==> src/rtl/serial_adder_if.sv <==
// serial_adder_if: start/result handshake bundle; start_valid/ready, a_in, b_in, c_in in, sum_out, c_out, out_valid/ready, busy out
interface serial_adder_if #(parameter int WIDTH = 8);
  logic             start_valid;
  logic             start_ready;
  logic [WIDTH-1:0] a_in;
  logic [WIDTH-1:0] b_in;
  logic             c_in;
  logic [WIDTH-1:0] sum_out;
  logic             c_out;
  logic             out_valid;
  logic             out_ready;
  logic             busy;
  modport master (
    output start_valid, a_in, b_in, c_in, out_ready,
    input  start_ready, sum_out, c_out, out_valid, busy
  );
  modport slave (
    input  start_valid, a_in, b_in, c_in, out_ready,
    output start_ready, sum_out, c_out, out_valid, busy
  );
endinterface

==> src/rtl/serial_adder.sv <==
// serial_adder: bit-serial WIDTH-bit adder over one full_adder; ports clk, rst_n (async active-low), bus (serial_adder_if.slave)
module full_adder (
  input  logic a,
  input  logic b,
  input  logic c_in,
  output logic s,
  output logic c_out
);
  assign s     = a ^ b ^ c_in;
  assign c_out = (a & b) | (c_in & (a ^ b));
endmodule

module serial_adder #(
  parameter int WIDTH = 8
) (
  input logic           clk,
  input logic           rst_n,
  serial_adder_if.slave bus
);
  localparam int CW = $clog2(WIDTH + 1);
  typedef enum logic [1:0] {IDLE, RUN, DONE} state_t;
  state_t           state, state_n;
  logic [WIDTH-1:0] a_sr, b_sr, sum_sr, sum_n, sum_q;
  logic [CW-1:0]    cnt;
  logic             carry, cout_q, s, co, last;
  full_adder u_fa (.a(a_sr[0]), .b(b_sr[0]), .c_in(carry), .s(s), .c_out(co));
  assign sum_n = (sum_sr >> 1) | (WIDTH'(s) << (WIDTH - 1));
  assign last  = cnt == CW'(WIDTH - 1);
  always_comb begin
    state_n = state;
    state_n = (state == IDLE && bus.start_valid) ? RUN :
              (state == RUN && last)             ? DONE :
              (state == DONE && bus.out_ready)   ? IDLE : state;
  end
  always_ff @(posedge clk or negedge rst_n) begin
    if (!rst_n) begin
      state  <= IDLE;
      a_sr   <= '0;
      b_sr   <= '0;
      sum_sr <= '0;
      sum_q  <= '0;
      carry  <= 1'b0;
      cout_q <= 1'b0;
      cnt    <= '0;
    end else begin
      state <= state_n;
      if (state == IDLE && bus.start_valid) begin
        a_sr  <= bus.a_in;
        b_sr  <= bus.b_in;
        carry <= bus.c_in;
        cnt   <= '0;
      end else if (state == RUN) begin
        a_sr   <= a_sr >> 1;
        b_sr   <= b_sr >> 1;
        sum_sr <= sum_n;
        carry  <= co;
        cnt    <= cnt + CW'(1);
        if (last) begin
          sum_q  <= sum_n;
          cout_q <= co;
        end
      end
    end
  end
  assign bus.start_ready = state == IDLE;
  assign bus.out_valid   = state == DONE;
  assign bus.busy        = state != IDLE;
  assign bus.sum_out     = sum_q;
  assign bus.c_out       = cout_q;
endmodule

==> src/flat_wrapper.sv <==
// flat-port wrapper written by rule: the top's interface ports become plain ports
module serial_adder_flat 
#(
  parameter int WIDTH = 8
)
  (clk, rst_n, bus_start_valid, bus_a_in, bus_b_in, bus_c_in, bus_out_ready, bus_start_ready, bus_sum_out, bus_c_out, bus_out_valid, bus_busy);
  serial_adder_if #(.WIDTH(WIDTH)) bus_i ();
  input logic clk;
  input logic rst_n;
  input wire logic [$bits(bus_i.start_valid)-1:0] bus_start_valid;
  input wire logic [$bits(bus_i.a_in)-1:0] bus_a_in;
  input wire logic [$bits(bus_i.b_in)-1:0] bus_b_in;
  input wire logic [$bits(bus_i.c_in)-1:0] bus_c_in;
  input wire logic [$bits(bus_i.out_ready)-1:0] bus_out_ready;
  output wire logic [$bits(bus_i.start_ready)-1:0] bus_start_ready;
  output wire logic [$bits(bus_i.sum_out)-1:0] bus_sum_out;
  output wire logic [$bits(bus_i.c_out)-1:0] bus_c_out;
  output wire logic [$bits(bus_i.out_valid)-1:0] bus_out_valid;
  output wire logic [$bits(bus_i.busy)-1:0] bus_busy;
  assign bus_i.start_valid = bus_start_valid;
  assign bus_i.a_in = bus_a_in;
  assign bus_i.b_in = bus_b_in;
  assign bus_i.c_in = bus_c_in;
  assign bus_i.out_ready = bus_out_ready;
  assign bus_start_ready = bus_i.start_ready;
  assign bus_sum_out = bus_i.sum_out;
  assign bus_c_out = bus_i.c_out;
  assign bus_out_valid = bus_i.out_valid;
  assign bus_busy = bus_i.busy;
  serial_adder #(.WIDTH(WIDTH)) u_core (.clk(clk), .rst_n(rst_n), .bus(bus_i));
endmodule
==> config.mk <==
export PLATFORM = sky130hd
export DESIGN_NAME = serial_adder_flat
export DESIGN_NICKNAME = d
export VERILOG_FILES = /design/src/rtl/serial_adder_if.sv /design/src/rtl/serial_adder.sv /design/src/flat_wrapper.sv
export SDC_FILE = /design/constraint.sdc
export NUM_CORES = 1
export LEC_CHECK = 0
export CORE_ASPECT_RATIO = 0.5
export CORE_MARGIN = 3
export CORE_UTILIZATION = 30
export DETAILED_ROUTE_END_ITERATION = 8
export PLACE_DENSITY_LB_ADDON = 0.05
export SYNTH_ARGS = -nofsm -noshare
export SYNTH_HDL_FRONTEND = slang
export SYNTH_HIERARCHICAL = 1
export SYNTH_SLANG_ARGS = --single-unit
==> constraint.sdc <==
create_clock -name clk -period 2.6 [get_ports clk]
set_clock_uncertainty 0.05 [all_clocks]
set_input_delay 0.78 -clock clk [delete_from_list [all_inputs] [get_ports clk]]
set_output_delay 0.78 -clock clk [all_outputs]
set_load 0.02 [all_outputs]
Word level (Yosys, flattened, before mapping)
Cells that the tools add are included.
{"block": "totals", "regBits": 40, "in_bits": 21, "out_inout_bits": 12}
{"block": "op_classes", "add_sub_neg": 1, "n_eq_ne": 3, "mux": 11, "n_bitwise": 7, "reduce_logical": 9}
{"op": "$mux 8", "count": 4}
{"op": "$mux 4", "count": 2}
{"op": "$or 7x8->8", "count": 1}
{"op": "$mux 2", "count": 3}
{"op": "$add 4x1->4 const B", "count": 1}
{"op": "$eq 4x3->1 const B", "count": 1}
{"op": "$reduce_bool 2->1", "count": 2}
{"op": "$logic_and 1x1->1", "count": 3}
{"op": "$reduce_and 3->1", "count": 1}
{"op": "$reduce_bool 3->1", "count": 1}
{"op": "$and 1x1->1", "count": 2}
{"op": "$eq 2x1->1 const B", "count": 1}
{"op": "$eq 2x2->1 const B", "count": 1}
{"op": "$logic_not 2->1", "count": 1}
{"op": "$mux 1", "count": 2}
{"op": "$reduce_and 2->1", "count": 1}
{"op": "$xor 1x1->1", "count": 2}
{"op": "$not 1->1", "count": 1}
{"op": "$or 1x1->1", "count": 1}

Depth between registers and ports, before layout
Gate-level depths: netlist of run 1.
{"block": "logic_depth", "ltp_word": 5, "mapped_depth": 5, "mapped_depth_nobuf": 3}

Hierarchy
Netlist of run 1, hierarchy kept.
{"mod": "serial_adder", "n_inst": 1, "cells_each": 152, "area_per_inst_um2": 1642.8, "seq_area_each_um2": 975.9}
{"mod": "full_adder", "n_inst": 1, "cells_each": 1, "area_per_inst_um2": 20.0, "seq_area_each_um2": 0.0}

Worst setup path before layout of run 1
No wires, ideal clock.
{"block": "synth_timing", "path_kind": "register to output", "from": "reg u_core.state[1]", "to": "out bus_start_ready", "arrival_ns": 0.932, "slack_ns": 0.838, "path_stages_with_launch": 3, "n_path_buf": 0, "cell_sequence": "dfrtp_1 or2_2 inv_1"}
{"block": "synth_via", "elab_chain_len": 1}
{"element": "from (decl)", "line_no": "serial_adder.sv:22", "source": "state_t state, state_n;"}
{"element": "from (signal assigned)", "line_no": "serial_adder.sv:46", "source": "state <= state_n;"}
{"element": "$logic_not 2->1", "line_no": "serial_adder.sv:65", "source": "assign bus.start_ready = state == IDLE;"}
{"element": "to (decl)", "line_no": "flat_wrapper.sv:15", "source": "output wire logic [$bits(bus_i.start_ready)-1:0] bus_start_ready;"}
Every way passes these cells.

Worst setup path after layout of run 1
Ends and elaborated chain as after synthesis.

==> key figures, run 1 <==
Status
  • Status: finished clean

Floorplanning
  • I/O Pins: 33
  • Die X: 111 um
  • Row Count: 18
  • Die footprint: 0.00653 mm2
  • Initial core utilization: 32.4%
  • CORE AREA: 0.00513 mm2
  • Chip height: 58.6 um

STA
  • Tmin final: 2.54 ns
  • Slew Limit Fails: 0
  • Final period util: 97.6%
  • Headroom to the max-slew limit: 66.3%
  • RSZ-0062 raised after global routing: false
  • Final worst slack: 0.0623 ns
  • Slew at the pin closest to its max-slew limit: 0.505 ns
  • Final hold vios: 0
  • Setup-failing EPs final: 0
  • Fmax: 394 MHz
  • Final TNS setup: 0 ns

Worst setup path
  • CP Data Arrival Time: 1.71 ns
  • R2R Setup Slk: 1.03 ns
  • Critical Path RT: 1.77 ns
  • Critical path endpoint category: primary output
  • Crit path launch type: flip-flop
  • Crit Path Category: reg2out
  • Worst-path fanout max: 7

Synthesis
  • Library cells used by synthesis: 23
  • Area leader, netlist: dfrtp_1
  • Sequential share of the synthesized area: 58.7%
  • Synth top area share: 58.7%
  • Seq cells post-synth: 39
  • Mapped cell area: 0.00166 mm2
  • Synth area leaders: dfrtp_1 59%, nand2_1 13%, mux2_4 7.2%
  • Mean post-synth cell area: 10.9 um2
  • Synth Warn #: 6
  • Cell count after synthesis: 153
  • Synthesized Nets: 176

CTS
  • Post-cts sizing count: 0
  • Htree depth: 2
  • CTS tree: built
  • Clk sinks: 39
  • Root Buffer: clkbuf_8
  • Longest Clk Path Bufs: 2
  • Clk Latency, worst-skew pair: 0.29 ns
  • Reg clk slew, reported paths: 0.08 ns
  • Hold buffers post-CTS: 0
  • Post-CTS setup buffer count: 0
  • Total clock buffers created by CTS: 5

Routing
  • Avg WL per Cell: 12.6 um
  • Total iterations of the first detailed-routing run: 4
  • DRT iter0 DRCs: 57
  • Via/cell ratio: 4.45
  • Drt drc: 0
  • Antenna-violating nets left: 0
  • Routed vias: 1153
  • Final Routed Wirelength: 3250 um

Power and ir drop
  • Total power: 2.59 mW
  • Internal power: 1.66 mW
  • Leakage: 1.05 nW
  • Clock share of power: 20.1%
  • Switching pwr: 0.931 mW
  • Sw Share: 35.9%
  • Max VDD drop: 519 uV
  • Pwr dens: 1190 mW/mm2
  • Combinational fraction of design power: 39.9%
  • Seq pwr share: 40.0%

Global route
  • Global-route wire length before repair: 5480 um
  • Largest net degree at the start of global routing: 40
  • Tot GR Track Use: 10.8%
  • Initial antenna violation count: 0
  • Global route overflow: 0
  • Number of global-route vias before repair: 1102

Final layout
  • # nets final: 211
  • Filler cells: 514
  • Share of cells above drive strength 1: 14.3%
  • Synth-to-Final Area Change: 30.5%
  • Layout Utilization: 42.3%
  • Antenna diodes: 0

Placed design
  • Gpl congestion: 0.696
  • HPWL reported at the end of detailed placement: 2080 um
  • Port Buffers: 32
  • Pre-CTS WS: 0.367 ns

Min path
  • Hold crit path type: reg2reg

Job
  • Max-cap viol count: 0
Yosys cell counts:
| master | number |
|---|---|
| o21ba_2 | 1 |
| inv_1 | 2 |
| mux2_2 | 1 |
| a21o_1 | 1 |
| nand4_1 | 1 |
| clkbuf_1 | 6 |
| nor2b_1 | 2 |
| nand2_1 | 59 |
| dfrtp_1 | 39 |
| fa_1 | 1 |
| and4b_4 | 1 |
| a21oi_1 | 1 |
| ha_1 | 1 |
| o21bai_1 | 2 |
| nor3b_1 | 1 |
| mux2i_1 | 1 |
| buf_12 | 1 |
| mux2_4 | 8 |
| or2_2 | 1 |
| buf_4 | 1 |
| o21ai_0 | 5 |
| a22oi_1 | 15 |
| nand2b_1 | 2 |
per-layer routing:
metal	track usage [%]	part of all wire, %	vias up
li1	-	-	581
met1	15.9	53	543
met2	14.3	40	25
met3	4.21	5.5	4
met4	3.64	0.83	0
met5	0	0	-
metrics by stage:
stage / cell area (um2) / hold WS (ns) / cells
floorplan: 1660 / 0.389 / 153
global placement: 2050 / 0.408 / 251
detailed placement: 2050 / 0.413 / 251
CTS: 2170 / 0.433 / 259
global route: 2170 / 0.453 / 259
finish: 2170 / 0.428 / 259
power by group through the flow:
stage / Clock (mW) / Sequential [mW] / Combinational, mW
CTS: 0.539 / 1.04 / 1.06
floorplan: 0 / 1.08 / 0.658
finish: 0.520 / 1.04 / 1.03
detailed placement: 0 / 1.05 / 1.05
global placement: 0 / 1.04 / 1.04
global route: 0.567 / 1.07 / 1.16
state kept, by name, summed over array words and instances (netlist names):
signal	flops
u_core/cnt	4
u_core/bus.sum_out	8
u_core/sum_sr	7
u_core/b_sr	8
u_core/a_sr	8
u_core/state	2
u_core/bus.c_out	1
u_core/carry	1
logic make-up (layout without fill, tap and decap cells):
kind of cell | Yosys count | count (layout) | share of synthesized area, %
multiplexers | 10 | 10 | 8.50
flip-flops | 39 | 39 | 58.7
buffers and inverters | 10 | 46 | 3.46
AND/OR/NAND/NOR | 67 | 67 | 16.9
AO/OA/AOI/OAI | 25 | 25 | 10.5
adder cells (fa/ha/maj) | 2 | 2 | 1.96
cells in the final DEF, fill, tap and decap left out, types with 2 or more instances in the layout:
cell type / synthesis / final
mux2_4: 8 / 8
o21bai_1: 2 / 2
buf_4: 1 / 4
nand2b_1: 2 / 2
inv_1: 2 / 2
dfrtp_1: 39 / 39
clkdlybuf4s50_1: 0 / 31
o21ai_0: 5 / 5
nand2_1: 59 / 59
a22oi_1: 15 / 15
clkbuf_8: 0 / 6
layout make-up:
type	count	area, um2	area share, %
clock inverters	2	35.0	1.61
clock buffers	6	82.6	3.80
well taps	70	87.6	4.03
inverters	2	7.51	0.346
multi-input cells	104	637	29.3
flip-flops and latches	39	976	45.0
repair buffers	36	345	15.9
worst paths after layout:
check	to	depth (start not counted)	start
min in group asynchronous	u_core/bus.sum_out[5]	2	rst_n
max in group asynchronous	u_core/sum_sr[7]	2	rst_n
min reg2reg	u_core/b_sr[2]	2	u_core/b_sr[2]
max	bus_start_ready	3	u_core/state[1]
max reg2reg	u_core/bus.sum_out[1]	3	u_core/state[0]
min	u_core/b_sr[2]	2	u_core/b_sr[2]
critical path: stages (launching register included):
cell             delay (ns)
dfrtp_1                0.45
or2_2                  0.33
inv_1                  0.05
clkdlybuf4s50_1        0.60
Power figures use the tool's default switching activity.
==> inputs of run 2 (changes only) <==
- ABC_AREA: default -> 1
- CAP_MARGIN: default -> 0
==> run 2 against run 1 <==
Against the previous run: synthesized cell count rose by 27%; sequential share of layout area is 1.4 points lower; non-clock buffer count grew 3; first-iteration DRC count shrank 25%; clock power up 7.1%; cell area increased by 3.2%; area after synthesis grew 4.5%; critical path type unchanged; highest routed layer unchanged.
==> key figures, run 2 <==
Power and ir drop
  • Pwr dens: 542 mW/mm2
  • Seq pwr share: 50.1%
  • Internal power: 0.980 mW
  • Sw Share: 19.2%
  • Combinational fraction of design power: 4.1%
  • Total power: 1.21 mW
  • Clock share of power: 45.9%
  • Switching pwr: 0.233 mW
  • Max VDD drop: 227 uV
  • Leakage: 1.03 nW

Final layout
  • # nets final: 254
  • Commonest non-fill, non-tap cells in the layout: 76 x nand2_1, 43 x nand3_1, 39 x dfrtp_1
  • Share of cells above drive strength 1: 9.13%
  • Antenna diodes: 0
  • Commonest non-fill, non-tap cell in the layout: nand2_1
  • Sequential Area: 976 um2
  • Filler cells: 556
  • Synth-to-Final Area Change: 28.9%
  • Area occupied by multi-input gates: 651 um2

Synthesis
  • Synth area leaders: dfrtp_1 56%, nand2_1 16%, nand3_1 12%
  • Seq cells post-synth: 39
  • Sequential share of the synthesized area: 56.2%
  • Library cells used by synthesis: 18
  • Dominant cell by count in the synthesized netlist: nand2_1
  • Mapped cell area: 0.00174 mm2
  • Top cells by count, synth: 76 x nand2_1, 43 x nand3_1, 39 x dfrtp_1
  • Main synth FF type: dfrtp_1
  • Area leader, netlist: dfrtp_1
  • Synthesized Nets: 218
  • Synth Warn #: 6
  • Number of synthesized flops with an enable pin: 0
  • Asr flop ratio synth: 100%
  • Synth top area share: 56.2%
  • Mean post-synth cell area: 8.91 um2
  • Cell count after synthesis: 195

CTS
  • Reg clk slew, reported paths: 0.05 ns
  • Post-CTS setup buffer count: 0
  • Longest Clk Path Bufs: 2
  • Hold buffers post-CTS: 0
  • Htree depth: 2
  • Clk Latency, worst-skew pair: 0.27 ns
  • Root Buffer: clkbuf_16
  • CTS tree: built
  • Total clock buffers created by CTS: 5
  • Clk sinks: 39

STA
  • Final period util: 93.0%
  • Final TNS setup: 0 ns
  • Slew at the pin closest to its max-slew limit: 0.506 ns
  • Slew Limit Fails: 0
  • Fmax: 414 MHz
  • Final hold vios: 0
  • Headroom to the max-slew limit: 66.3%
  • Setup-failing EPs final: 0
  • RSZ-0062 raised after global routing: false
  • Tmin final: 2.42 ns

Min path
  • Hold crit path type: reg2reg

Worst setup path
  • Crit path launch type: flip-flop
  • CP Data Arrival Time: 1.59 ns
  • Critical path endpoint category: primary output
  • Critical path, cell by cell: nor2_2, clkdlybuf4s50_1
  • CP max stage cell: clkdlybuf4s50_1
  • Crit-path max cell delay: 0.64 ns
  • Worst-path fanout max: 4
  • Crit Path Category: reg2out
  • Critical Path RT: 1.77 ns

Routing
  • Routed vias: 1360
  • Total iterations of the first detailed-routing run: 4
  • Avg WL per Cell: 11.9 um
  • Via/cell ratio: 4.53
  • Drt drc: 0
  • DRT iter0 DRCs: 43
  • Final Routed Wirelength: 3560 um
  • Antenna-violating nets left: 0

Placed design
  • Port Buffers: 32
  • Gpl congestion: 0.710
  • HPWL reported at the end of detailed placement: 2440 um

Global route
  • Number of global-route vias before repair: 1267
  • Largest net degree at the start of global routing: 40
  • Tot GR Track Use: 11.6%
  • Global route overflow: 0
  • Initial antenna violation count: 0
  • Global-route wire length before repair: 6030 um

Floorplanning
  • Row Count: 18
  • I/O Pins: 33
  • Chip height: 59.8 um
  • Initial core utilization: 33.1%
  • CORE AREA: 0.00525 mm2
  • Die X: 114 um
  • Die footprint: 0.00680 mm2

Job
  • Max-cap viol count: 0

Status
  • Status: finished clean
run 2: worst max-delay path, delay by kind of cell (launching register included):
kind                   cells  cell delay (ns)
buffers and inverters      1             0.64
flip-flops                 1             0.46
AND/OR/NAND/NOR            1             0.22
run 2: cell families (layout without fill, tap and decap cells):
logic type,after synthesis,count (layout),share of synthesized area [%]
AOI/OAI and AO/OA,9,9,2.81
buffers and inverters,18,53,6.55
adders and majority gates,2,2,1.87
and+or+nand+nor,127,127,32.6
DFF,39,39,56.2
run 2: what timing repair did:
action | in CTS | in global routing
gates resized for setup | 0 | 1
hold endpoints to repair | 0 | 0
endpoints found under the setup margin | 0 | 1
run 2: layout make-up:
class	count	area share, %
sequential	39	43.6
multi-input combinational	138	29.0
timing repair buffer	39	16.4
clock buffer	6	5.75
tap	70	3.91
inverter	8	1.34
run 2: per-stage QoR:
step           util [%]  instances  setup WS (ns)  area (um2)  hold slack [ns]
2_1_floorplan         -        195          0.816        1740            0.392
3_3_place_gp       40.2        294          0.397        2110            0.404
5_1_grt            42.7        300         0.0941        2240            0.439
6_report           42.7        300          0.183        2240            0.417
4_1_cts            42.7        300         0.0693        2240            0.421
3_5_place_dp       40.2        294          0.380        2110            0.408
run 2: metal layers:
| metal | wire, um | share of wire, % | GRT usage [%] | up-vias |
|---|---|---|---|---|
| li1 | - | - | - | 699 |
| met1 | 1820 | 51 | 15.5 | 624 |
| met2 | 1490 | 42 | 17.6 | 32 |
| met3 | 211 | 5.9 | 4.25 | 5 |
| met4 | 35 | 0.98 | 4.11 | 0 |
| met5 | 0 | 0 | 0 | - |
run 2: power groups by stage:
| stage | Sequential [mW] | Clock (mW) | Combinational [mW] |
|---|---|---|---|
| 2_1_floorplan | 0.618 | 0 | 0.00442 |
| 3_3_place_gp | 0.618 | 0 | 0.0513 |
| 3_5_place_dp | 0.618 | 0 | 0.0512 |
| 4_1_cts | 0.607 | 0.577 | 0.0516 |
| 5_1_grt | 0.607 | 0.607 | 0.0548 |
| 6_report | 0.607 | 0.557 | 0.0493 |
run 2: path summary, 6_finish.rpt:
path                                             from                    end  slack, ns  cells after the start
worst max-delay path                  u_core/state[1]        bus_start_ready       0.18                      2
worst min-delay path            u_core/bus.sum_out[2]  u_core/bus.sum_out[2]       0.42                      2
worst max register to register        u_core/state[0]  u_core/bus.sum_out[7]       1.15                      5
worst min register to register  u_core/bus.sum_out[2]  u_core/bus.sum_out[2]       0.42                      2
max in group asynchronous                       rst_n         u_core/b_sr[4]       1.65                      2
min in group asynchronous                       rst_n  u_core/bus.sum_out[1]       0.50                      2
